**src/rtl/conv_bias_lrelu_stage.sv**
```systemverilog
// Post-convolution stage: per-frame bias add, LeakyReLU, 16-bit saturation, TLAST framing check.
// Two-stage valid/ready pipeline re-streaming activated pixels toward the DMA.
module conv_bias_lrelu_stage #(
    parameter int unsigned IMG_W      = 128,
    parameter int unsigned IMG_H      = 128,
    parameter int unsigned LEAK_SHIFT = 3
) (
    input  logic        aclk,
    input  logic        aresetn,
    input  logic [15:0] s_axis_tdata,
    input  logic        s_axis_tvalid,
    output logic        s_axis_tready,
    input  logic        s_axis_tlast,
    output logic [15:0] m_axis_tdata,
    output logic        m_axis_tvalid,
    input  logic        m_axis_tready,
    output logic        m_axis_tlast,
    input  logic [15:0] cfg_bias,
    output logic        frame_done,
    output logic        err_tlast,
    output logic [15:0] sat_count
);

    localparam int unsigned CW = (IMG_W > 1) ? $clog2(IMG_W) : 1;
    localparam int unsigned RW = (IMG_H > 1) ? $clog2(IMG_H) : 1;
    localparam logic [CW-1:0] ColLast = CW'(IMG_W - 1);
    localparam logic [RW-1:0] RowLast = RW'(IMG_H - 1);

    logic               ready_en_q;
    logic               v1_q, v2_q;
    logic signed [16:0] sum1_q;
    logic               last1_q, fs1_q;
    logic [15:0]        bias_q;
    logic [CW-1:0]      col_q;
    logic [RW-1:0]      row_q;
    logic [15:0]        data2_q;
    logic               last2_q;
    logic [15:0]        sat_cnt_q;
    logic               err_q;
    logic               fd_q;

    logic               rdy1, rdy2, s_xfer;
    logic               frame_start, at_last;
    logic [15:0]        bias_sel;
    logic signed [16:0] sum_d;
    logic signed [16:0] shifted, act;
    logic [15:0]        act_sat;
    logic               sat_hit;
    logic [15:0]        sat_cnt_d;

    // ready_en_q keeps the input closed until the first edge after reset release
    assign rdy2          = !v2_q || m_axis_tready;
    assign rdy1          = ready_en_q && (!v1_q || rdy2);
    assign s_axis_tready = rdy1;
    assign s_xfer        = s_axis_tvalid && rdy1;

    assign frame_start = (col_q == '0) && (row_q == '0);
    assign at_last     = (col_q == ColLast) && (row_q == RowLast);
    assign bias_sel    = frame_start ? cfg_bias : bias_q;
    assign sum_d       = {s_axis_tdata[15], s_axis_tdata} + {bias_sel[15], bias_sel};

    assign shifted = sum1_q >>> LEAK_SHIFT;

    always_comb begin
        act     = sum1_q[16] ? shifted : sum1_q;
        act_sat = act[15:0];
        sat_hit = 1'b0;
        if (!act[16] && act[15]) begin
            act_sat = 16'h7FFF;
            sat_hit = 1'b1;
        end else if (act[16] && !act[15]) begin
            act_sat = 16'h8000;
            sat_hit = 1'b1;
        end
    end

    // The frame-start beat restarts the count with its own flag
    always_comb begin
        if (fs1_q) begin
            sat_cnt_d = {15'd0, sat_hit};
        end else if (sat_cnt_q == 16'hFFFF) begin
            sat_cnt_d = sat_cnt_q;
        end else begin
            sat_cnt_d = sat_cnt_q + {15'd0, sat_hit};
        end
    end

    always_ff @(posedge aclk or negedge aresetn) begin
        if (!aresetn) begin
            ready_en_q <= 1'b0;
            v1_q       <= 1'b0;
            v2_q       <= 1'b0;
            sum1_q     <= '0;
            last1_q    <= 1'b0;
            fs1_q      <= 1'b0;
            bias_q     <= '0;
            col_q      <= '0;
            row_q      <= '0;
            data2_q    <= '0;
            last2_q    <= 1'b0;
            sat_cnt_q  <= '0;
            err_q      <= 1'b0;
            fd_q       <= 1'b0;
        end else begin
            ready_en_q <= 1'b1;

            if (s_xfer) begin
                if (frame_start) bias_q <= cfg_bias;
                if (s_axis_tlast != at_last) err_q <= 1'b1;
                // An early TLAST resyncs the raster to the next frame start
                if (s_axis_tlast || at_last) begin
                    col_q <= '0;
                    row_q <= '0;
                end else if (col_q == ColLast) begin
                    col_q <= '0;
                    row_q <= row_q + 1'b1;
                end else begin
                    col_q <= col_q + 1'b1;
                end
            end

            if (rdy1) begin
                v1_q <= s_xfer;
                if (s_xfer) begin
                    sum1_q  <= sum_d;
                    last1_q <= s_axis_tlast || at_last;
                    fs1_q   <= frame_start;
                end
            end

            if (rdy2) begin
                v2_q <= v1_q;
                if (v1_q) begin
                    data2_q   <= act_sat;
                    last2_q   <= last1_q;
                    sat_cnt_q <= sat_cnt_d;
                end
            end

            fd_q <= v2_q && m_axis_tready && last2_q;
        end
    end

    assign m_axis_tvalid = v2_q;
    assign m_axis_tdata  = data2_q;
    assign m_axis_tlast  = last2_q;
    assign frame_done    = fd_q;
    assign err_tlast     = err_q;
    assign sat_count     = sat_cnt_q;

endmodule

```
**config.mk**
```make
export PLATFORM = sky130hd
export DESIGN_NAME = conv_bias_lrelu_stage
export DESIGN_NICKNAME = d
export VERILOG_FILES = /design/src/rtl/conv_bias_lrelu_stage.sv
export SDC_FILE = /design/constraint.sdc
export NUM_CORES = 1
export LEC_CHECK = 0
export ABC_AREA = 1
export CAP_MARGIN = 20
export CORE_ASPECT_RATIO = 1.4
export CORE_MARGIN = 3
export CORE_UTILIZATION = 40
export CTS_CLUSTER_DIAMETER = 30
export CTS_CLUSTER_SIZE = 12
export DETAILED_ROUTE_END_ITERATION = 8
export PLACE_DENSITY_LB_ADDON = 0.2
export SLEW_MARGIN = 40
export SYNTH_ARGS = -nofsm -noshare
export SYNTH_HDL_FRONTEND = slang
export SYNTH_SLANG_ARGS = --single-unit
```
**constraint.sdc**
```tcl
create_clock -name aclk -period 2.6 [get_ports aclk]
set_input_delay 0.78 -clock aclk [delete_from_list [all_inputs] [get_ports aclk]]
set_output_delay 0.78 -clock aclk [all_outputs]
set_load 0.01 [all_outputs]
```
==> summary.txt <==
Setup path
  – Worst flop-to-flop path startpoint: row_q[0]
  – Worst path arrival time: 2810 ps
  – Crit Path Category: flip-flop to flip-flop
  – Critical Path Source Type: flip-flop
  – Flop2flop setup slack: 20 ps
  – Critical Path End Type: flip-flop
  – RR Endpoint: sum1_q[16]
  – WP data required: 2830 ps
  – CP Max Fanout: 7
  – Reg2Reg Depth: 18

Cells and area
  – Post-layout net count: 910
  – Area Overhead vs Synth: 34.2%
  – Design Area, Final: 0.00707 mm²
  – Antenna Cells: 0
  – Register area: 0.00218 mm²
  – Count of filler cells inserted in the layout: 1,239
  – Non-Filler Instances: 1,007
  – Multi-input gate area: 0.00274 mm²
  – Share of cells above drive strength 1: 0.179

STA
  – Rel. slew slack: 0.632
  – Max-slew violations: 0
  – PnR worst setup slack: 18.2 ps
  – Setup repair after global routing missed its margin: yes
  – Final setup violation count: 0
  – Slew @ Worst Pin: 553 ps
  – Hold Slack: roughly 430 ps
  – Hold Vio Cnt, Final: 0
  – Period minus WS final: 2580 ps
  – Crit share post-route: 0.993
  – Worst Clk Skew: between 10 and 15 ps
  – Fmax: 387 MHz

Floorplanning
  – Core Rows: 49
  – Die Y: between 100 and 150 µm
  – Die width: 103 µm
  – Core area: 0.0129 mm²
  – Full die area: 0.0146 mm²
  – Initial Util: 0.409
  – Io pins: 74

Job
  – Max_cap viols: 0

Drt
  – DRC viols: 0
  – Number of DRC markers in iteration 0: 266
  – Post-route ant nets: 0
  – Vias: ~4,900
  – Drt pass-1 iters: 4
  – Drt wl/cell: around 12 µm
  – Vias/cell: 4.89
  – Final WL: roughly 12,000 µm

Power and ir drop
  – PD cells: ~1000 mW/mm²
  – Leak: 3.47 nW
  – Max rail drop VDD: around 490 µV

Clock tree
  – Clock buffer depth: 2
  – TritonCTS buffer count: 9
  – Clk slew on worst S/H paths: 60 ps
  – Worst-Skew Late Latency: 340 ps
  – Clock sinks: 87
  – H-Tree Level Count: 3
  – Clk root buf: clkbuf_16
  – Hold Buf Count CTS: 0
  – CTS tree: built

Yosys
  – Syn nets: 780
  – Synthesized flop and latch total: 87
  – Synth unique cells: 36
  – Mapped Cells: 719
  – Top post-synthesis cells by area: dfrtp_1 41%, nand2_1 18%, inv_1 7.1%, o21ai_0 5.7%, ha_1 5.5%
  – Cell taking the most area after synthesis: dfrtp_1
  – Post-synthesis sequential area ratio: 0.414
  – Top cell type's share of synthesized area: 0.414
  – Cell Area, Synth: 0.00526 mm²
  – Yosys warning total: 0
  – Mean Syn Cell Area: 7.32 µm²

Place
  – DP Area: ~0.0065 mm²
  – Hpwl dp: 9370 µm
  – GP Congestion: slightly below 0.9
  – Post-Place Setup Slack: -352 ps
  – Post-Place Cells: 979
  – PortBufs: 73

Worst hold path
  – Worst Hold Class: input port to asynchronous set/reset pin

Global route
  – First-pass GRT wire length: 21,200 µm
  – Vias in the first global route: 4,743
  – Largest net degree at the start of global routing: 42
  – Initial antenna violation count: 0
  – Tot GR Track Use: 0.178
  – Total gr overflow: 0

Run status
  – Status: complete, no violations
[flip-flops by register name, summed over array words and instances, names as in the netlist]
register / flops
sum1_q: 17
bias_q: 16
m_axis_tdata: 16
sat_count: 16
col_q: 7
row_q: 7
err_tlast: 1
frame_done: 1
fs1_q: 1
last1_q: 1
m_axis_tlast: 1
m_axis_tvalid: 1
ready_en_q: 1
v1_q: 1
[synth_stat cells]
master / instances
o221ai_1: 12
clkbuf_2: 1
or2_2: 4
nor2_2: 3
inv_2: 3
o21ai_2: 5
nand3b_1: 5
nor2_4: 1
xor2_1: 13
ha_1: 23
nand2_1: 247
inv_1: 100
buf_2: 6
o21ai_1: 2
and2_1: 3
o31ai_1: 1
nand2_2: 3
a21o_1: 1
o21ai_4: 1
buf_4: 4
o21ai_0: 60
clkbuf_1: 8
nand3_1: 40
buf_6: 2
dfrtp_1: 87
nor2_1: 35
conb_1: 1
xnor2_1: 2
nand4_1: 9
nor3_1: 13
o21bai_1: 2
nor3_2: 1
fa_1: 1
and3_1: 2
a21oi_1: 17
nor3_4: 1
[report_power, final]
group	leakage, nW	internal (mW)	total [mW]	switching, mW
Combinational	2.25	1.88	4.06	2.18
Clock	0.131	0.677	1.23	0.549
Sequential	1.10	1.82	2.13	0.303
[critical path, stage by stage (launching register included)]
cell and delay [ps]:
dfrtp_1 390, inv_2 90, ha_4 120, nand4_1 130
nor3_2 150, nand2_2 120, inv_4 120, buf_6 120
o21ai_0 80, ha_1 380, nand2_1 130, inv_1 90
nand2_1 70, nor3_1 180, nand2_2 100, nand2_2 60
nand2_1 40, nand3_1 50, nand2_1 40
[area by class of cell]
class                   instances  share of cell area
clock buffers                  10              0.0338
clock inverters                 6             0.00638
inverters                     103              0.0551
multi-input cells             508               0.387
flip-flops and latches         87               0.308
well taps                     153              0.0271
repair buffers                139               0.181
repair inverters                1             0.00106
[what timing repair did]
action,4_1_cts,5_1_grt
gates resized for setup,27,38
buffers inserted,3,6
setup endpoints to repair,16,14
pin swaps,8,19
cloned,3,0
[per-layer routing]
| layer | part of all wire | vias up | wire length (µm) | global-route usage |
|---|---|---|---|---|
| met5 | 0 | - | 0 | 0 |
| met2 | 0.51 | 79 | 6350 | 0.311 |
| li1 | - | 2546 | - | - |
| met3 | 0.030 | 15 | 376 | 0.0246 |
| met4 | 0.015 | 0 | 189 | 0.0518 |
| met1 | 0.45 | 2280 | 5580 | 0.225 |
[cell usage in the layout, fill, tap and decap left out, types with 3 or more instances in the layout]
cell type / count
ha_1: 19
o221ai_1: 12
dfrtp_1: 87
nand2_2: 19
inv_1: 91
buf_12: 4
clkinvlp_4: 4
nor3_1: 11
o21ai_1: 5
nor2_1: 35
nand3_1: 36
clkdlybuf4s50_1: 70
nand3b_1: 5
inv_2: 11
nor2_2: 3
o21ai_2: 7
nand4_1: 9
a21oi_1: 11
buf_4: 61
nand2_1: 230
xor2_1: 13
nand3_2: 4
a21oi_2: 6
nor3_2: 3
clkbuf_16: 9
o21ai_0: 55
[through the flow]
stage	setup TNS (ps)	power, mW	utilization
5_1_grt	-2340	8.10	0.549
2_1_floorplan	0	4.31	-
3_3_place_gp	-2900	5.65	0.507
4_1_cts	-382	7.19	0.537
6_report	0	7.42	0.549
3_5_place_dp	-3450	5.73	0.507
[worst max path at each step]
stage | from | to | cells past startpoint
floorplan | col_q[0] | sum1_q[16] | 22
finish | row_q[0] | sum1_q[16] | 18
global placement | cfg_bias[1] | sum1_q[16] | 16
CTS | col_q[0] | sum1_q[12] | 21
detailed placement | cfg_bias[1] | sum1_q[12] | 16
global route | row_q[1] | sum1_q[11] | 18
[cells by family after synthesis]
group / count (synthesis) / synth area share
buf+inv: 124 / 0.0958
other cells: 1 / 0.000712
flops: 87 / 0.414
compound gates: 101 / 0.112
fa+ha+maj: 24 / 0.0585
xor+xnor: 15 / 0.0250
simple gates: 367 / 0.294
No activity file was read; power rests on OpenSTA's default activity.
